## config.mk

```make
export PLATFORM = sky130hd
export DESIGN_NAME = vending_machine
export DESIGN_NICKNAME = d
export VERILOG_FILES = /design/src/rtl/vending_machine.sv
export SDC_FILE = /design/constraint.sdc
export NUM_CORES = 1
export LEC_CHECK = 0
export ABC_CLOCK_PERIOD_IN_PS = 2500
export CAP_MARGIN = 30
export CORE_AREA = 2 2 39 41
export CTS_CLUSTER_SIZE = 40
export DETAILED_ROUTE_END_ITERATION = 10
export DIE_AREA = 0 0 41 43
export SYNTH_ARGS = -nofsm -noshare
export SYNTH_HDL_FRONTEND = slang
export SYNTH_SLANG_ARGS = --single-unit
```

## constraint.sdc

```tcl
create_clock -name clk -period 2.5 [get_ports clk]
set_input_delay 0.5 -clock clk [delete_from_list [all_inputs] [get_ports clk]]
set_output_delay 0.5 -clock clk [all_outputs]
set_load 0.005 [all_outputs]
```

## src/rtl/vending_machine.sv

```systemverilog
// Coin-operated vending controller: sums nickel/dime strobes and pulses valid once the price is met.
// Latency: valid rises the cycle after the price-completing coin edge. No backpressure; coins are sampled every cycle.
module vending_machine #(
    parameter int unsigned PRICE        = 20,
    parameter int unsigned NICKEL_VALUE = 5,
    parameter int unsigned DIME_VALUE   = 10
) (
    input  logic       clk,
    input  logic       reset,
    input  logic [1:0] coin,
    output logic       valid
);

    typedef enum logic [1:0] {
        IDLE     = 2'd0,
        ACCUM    = 2'd1,
        DISPENSE = 2'd2
    } state_e;

    localparam logic [7:0] PRICE_W  = 8'(PRICE);
    localparam logic [7:0] NICKEL_W = 8'(NICKEL_VALUE);
    localparam logic [7:0] DIME_W   = 8'(DIME_VALUE);

    state_e     state_q, state_d;
    logic [6:0] credit_q, credit_d;
    logic [7:0] sum;

    always_comb begin
        state_d  = state_q;
        credit_d = credit_q;
        // One bit wider than credit so credit plus both coins cannot wrap.
        sum = {1'b0, credit_q}
            + (coin[0] ? NICKEL_W : 8'd0)
            + (coin[1] ? DIME_W   : 8'd0);

        case (state_q)
            IDLE, ACCUM: begin
                if (sum >= PRICE_W) begin
                    state_d  = DISPENSE;
                    credit_d = 7'd0;
                end else if (sum != 8'd0) begin
                    state_d  = ACCUM;
                    credit_d = sum[6:0];
                end
            end
            DISPENSE: begin
                // Coins seen on the exit edge are dropped, not credited.
                state_d  = IDLE;
                credit_d = 7'd0;
            end
            default: begin
                state_d  = IDLE;
                credit_d = 7'd0;
            end
        endcase
    end

    always_ff @(posedge clk) begin
        if (reset) begin
            state_q  <= IDLE;
            credit_q <= 7'd0;
        end else begin
            state_q  <= state_d;
            credit_q <= credit_d;
        end
    end

    assign valid = (state_q == DISPENSE);

endmodule

```

**Yosys cells after proc, flatten, opt, wreduce, memory -nomap -nowiden**

Index checks and enable logic that the tools add are counted.

- Flip-flop bits (word level): 9
- Latch bits: 0
- RAM bits: 0
- Memory bits (read-only): 0
- Bits of input ports: 4
- Output and inout bits: 1
- Logic and storage cells: 19
- Memories: 0

- $add $sub $neg: 2
- Multipliers: 0
- Divide/modulo/power cells: 0
- $lt $le $gt $ge: 1
- Eq/ne operators: 2
- Shifts and indexed selects: 0
- Muxes and demuxes: 4
- Bitwise gates (word level): 1
- Reduce and logical (&&, ||, !) cells: 6

Operator list:

| kind | number |
|---|---|
| $add A7 B3 Y8 | 1 |
| $add A8 B4 Y8 | 1 |
| $ge A8 B5 Y1 const B | 1 |
| $reduce_bool A8 Y1 | 1 |
| $mux W2 | 2 |
| $mux W4 | 1 |
| $reduce_or A2 Y1 | 2 |
| $mux W3 | 1 |
| $reduce_or A3 Y1 | 1 |
| $eq A2 B1 Y1 const B | 1 |
| $eq A2 B2 Y1 const B | 1 |
| $logic_not A2 Y1 | 1 |
| $reduce_bool A2 Y1 | 1 |
| $not A1 Y1 | 1 |

**Longest topological paths before layout**

- Depth after elaboration: 6
- Gate-level depth with buffers: 8
- Gate-level depth less buffers: 8

**Least setup slack after synthesis**

OpenSTA, ideal clock, no wires.

- Path type: input to register
- Start: input port coin[0]
- End: register state_q[1]
- Setup time: 0.115 ns
- Data arrival time: 2.178 ns
- Data required time: 2.385 ns
- Setup slack: 0.207 ns
- Stages: 8
- Path buffers: 0
- Path through: ha_1 -> inv_1 -> fa_1 -> and2b_4 -> or4b_1 -> nand3_2 -> o21ai_0 -> and2_1

- Longest elaborated chain between the ends: 5
- Elaborated cells on any way between the ends: 7
- Classes of those cells: add/sub (2); order compare (1); mux (2); reduce/logical (2)

Ends and longest elaborated chain:

| element | RTL line | RTL |
|---|---|---|
| from (decl) | 10 | `input logic [1:0] coin,` |
| $mux W3 * | 33 | `+ (coin[0] ? NICKEL_W : 8'd0)` |
| $add A7 B3 Y8 * | 33 |  |
| $add A8 B4 Y8 * | 34 | `+ (coin[1] ? DIME_W : 8'd0);` |
| $ge A8 B5 Y1 / $reduce_bool A8 Y1 (equally long branches) | 38, 41 |  |
| $mux W2 / $reduce_bool A2 Y1 (equally long branches) | - |  |
| to (signal assigned) | 63 | `state_q <= state_d;` |
| to (decl) | 24 | `state_e state_q, state_d;` |

Every way passes the cells marked *; elsewhere a longest branch is shown, timed or not.
A chain may end at the register's enable or synchronous reset.

**Final worst setup path**

- Start: input port coin[1]
- End: register state_q[0]

- Longest elaborated chain between the ends: 4
- Elaborated cells on any way between the ends: 5
- Classes of those cells: add/sub (1); order compare (1); mux (1); reduce/logical (2)

Ends and longest elaborated chain:

| element | RTL line | RTL |
|---|---|---|
| $mux W4 * | 34 |  |
| $add A8 B4 Y8 * | 34 |  |
| $ge A8 B5 Y1 | 38 | `if (sum >= PRICE_W) begin` |
| $reduce_or A3 Y1 (no line) | - |  |

Marked as above.

==> impl_results.md <==
* Share of power burned in registers at 44.8%
* RSZ-0062 raised after global routing: false
* Complex-gate fraction of the synthesized area at 18.3%
* GRT met2 Usage at 28.1%
* Hold_sp: credit_q[0]
* R2r startpoint: credit_q[0]
* First-iteration detailed-routing DRC count at 1
* Area share of fa/ha/maj cells after synthesis at 12.2%
* Total CTS buffers at 3
* Tcrit/Tclk final at 94.1%
* Max Cap Viol at 0
* Vias at 522
* Post-DP HPWL at 983 um
* Mux cell area share after synthesis at 1.97%
* Xor and xnor fraction of the mapped netlist area at 7.86%
* Top Usage Layer GRT: met2
* Wire per inst at 12.3 um
* Total GRT Usage at 17.6%
* Gr ovfl total at 0
* Async set-reset flop share out of synthesis at 0%
* Worst Path Required at 2.65 ns
* Post-synth EDFFs at 0
* # diodes at 0
* M1 GR Usage at 20.7%
* Fin Hold WS at 0.504 ns
* Simple-Gate Fraction of Synth Area at 25.5%
* Predominant post-synthesis flop cell: dfxtp_1
* Routed wire length at 1.21 mm
* Die H at 43 um
* Pwr dens at 411 mW/mm^2
* Full die area at 0.00176 mm^2
* Cts hold-fix bufs at 0
* Clock sink total at 9
* Die Wd at 41 um
* Synth warn at 0
* First-pass GRT wire length at 2.08 mm
* Share of layout cells above drive strength 1 at 39.0%
* Cell area after synthesis at 573 um^2
* Tot Pwr at 340 uW
* Post-Syn Instances at 57
* Starting Density at 41.4%
* Area of the core at 0.00138 mm^2
* Gpl congestion at 0.683
* Max Slew Vio Count at 0
* Row cnt at 14
* Crit path DAT at 2.50 ns
* Worst Skew at 0.00553 ns
* Number of global-route vias before repair at 533
* Post-synth cell types at 34
* Count of final hold-check violations at 0
* Syn Area/Cell at 10.1 um^2
* CTS tree: done
* First-pass DRT Iterations at 3
* Via density at 5.33
* Yosys top cell by area: dfxtp_1
* I/O Buffers at 4
* Final ANT Viol Nets at 0
* Final setup violation count at 0
* Period minus WS final at 2.35 ns
* #FFs+latches synth at 9
* Maximum number of pins on one net before global-route repair at 9
* M3 GR Usage at 1.57%
* Post-CTS setup buffer count at 0
* Clk pin slew, worst setup/hold paths at 0.06 ns
* Leak at 0.350 nW
* Initial antenna violation count at 0
* Area Growth Syn to Fin at 44.5%
* Worst hold path type: flip-flop to flip-flop
* Power share of the clock group at 32.9%
* # IOs at 5
* Setup CP Type: input port to flip-flop
* Int Pwr at 251 uW
* Placed instance area at 757 um^2
* Critical Path Source: coin[1]
* Worst skew pair latency at 0.26 ns
* # DRC at 0
* Status: completed
* Root Driver: clkbuf_4
* Max Freq at 0.425 GHz
* Area share of the largest cell type after synthesis at 31.4%
* Fin nets at 92
* Crit-path max FO at 8
* Sequential area share after synthesis at 31.4%
* Final Util at 59.9%
* NetSw at 89.3 uW
* Dpl cells at 94
* Clock buffer depth at 2
* Ranking of synthesized cells by area: dfxtp_1 (31%), ha_1 (8.7%), xor2_4 (4.8%)
* Startpoint Class: input port
* Largest family of logic cells by synthesized area: simple AND/OR/NAND/NOR gates
* Combinational share of power at 22.3%
* Top-count cell post-synth: dfxtp_1
* Critical path endpoint category: flip-flop
* Switch share at 26.3%
* Cell Count, Final, Fillers Out at 98
* Fin area at 828 um^2
* Most common library cells after synthesis: dfxtp_1 (9), ha_1 (4), a21oi_1 (3), inv_1 (3), nand4_1 (3)
* Peak supply drop at 0.317 mV
* H-tree levels at 1
## per-stage QoR
stage / worst slack (ns) / setup TNS (ns)
finish: 0.148 / 0
detailed placement: -0.335 / -2.07
global placement: -0.304 / -1.88
floorplan: 0.207 / 0
global route: 0.0406 / 0
CTS: 0.0104 / 0
## flip-flops by register name (all words and copies together) (netlist names)
register / cells
credit_q: 7
state_q: 2
## layout make-up
class	count	area, um^2
Clock buffer	4	26.3
Inverter	3	11.3
Sequential cell	9	180
Tap cell	16	20.0
Multi-Input combinational cell	46	417
Timing Repair Buffer	20	174
Fill cell	119	556
## kinds of logic (layout without fill, tap and decap cells)
kind of cell,after synthesis,in the layout
AND/OR/NAND/NOR,21,21
other,1,2
buffers and inverters,3,27
flip-flops,9,9
multiplexers,1,1
AO/OA/AOI/OAI,14,14
XOR/XNOR,3,3
adder cells (fa/ha/maj),5,5
## metal layers
metal	up-vias	routed length, um
met5	-	0
met4	0	34
met3	4	24
met2	6	604
met1	243	544
li1	269	-
## path summary, 6_finish.rpt
check,end,slack (ns),cells past startpoint
worst max-delay path,state_q[0],0.15,8
worst min-delay path,credit_q[0],0.50,2
worst max register to register,state_q[0],0.37,8
worst min register to register,credit_q[0],0.50,2
## worst max-delay path, cell delays in order
cell and delay [ns]:
clkdlybuf4s50_1 0.47, inv_1 0.06, fa_2 0.38, and2b_4 0.25, or4b_4 0.47, nand3_4 0.12, nand4b_1 0.10, nor3b_1 0.15
## power groups by stage
stage	clock network [mW]	logic [mW]	registers [mW]
floorplan	0	0.0391	0.154
global placement	0	0.0681	0.155
detailed placement	0	0.0694	0.156
CTS	0.114	0.0725	0.152
global route	0.120	0.0838	0.153
finish	0.112	0.0757	0.152
## cell usage in the layout, fill, tap and decap left out, types with 3 or more instances in the layout
cell type and count:
inv_1 3, clkbuf_4 3, clkdlybuf4s50_1 3, nand4_1 3, dfxtp_1 9, buf_6 3
buf_4 13, a21oi_1 3, ha_1 3
## repair_timing
item	CTS	global route
endpoints found under the setup margin	6	7
pin swaps	0	5
resized for setup	4	9
cloned	0	0
(Power assumes the default switching activity.)
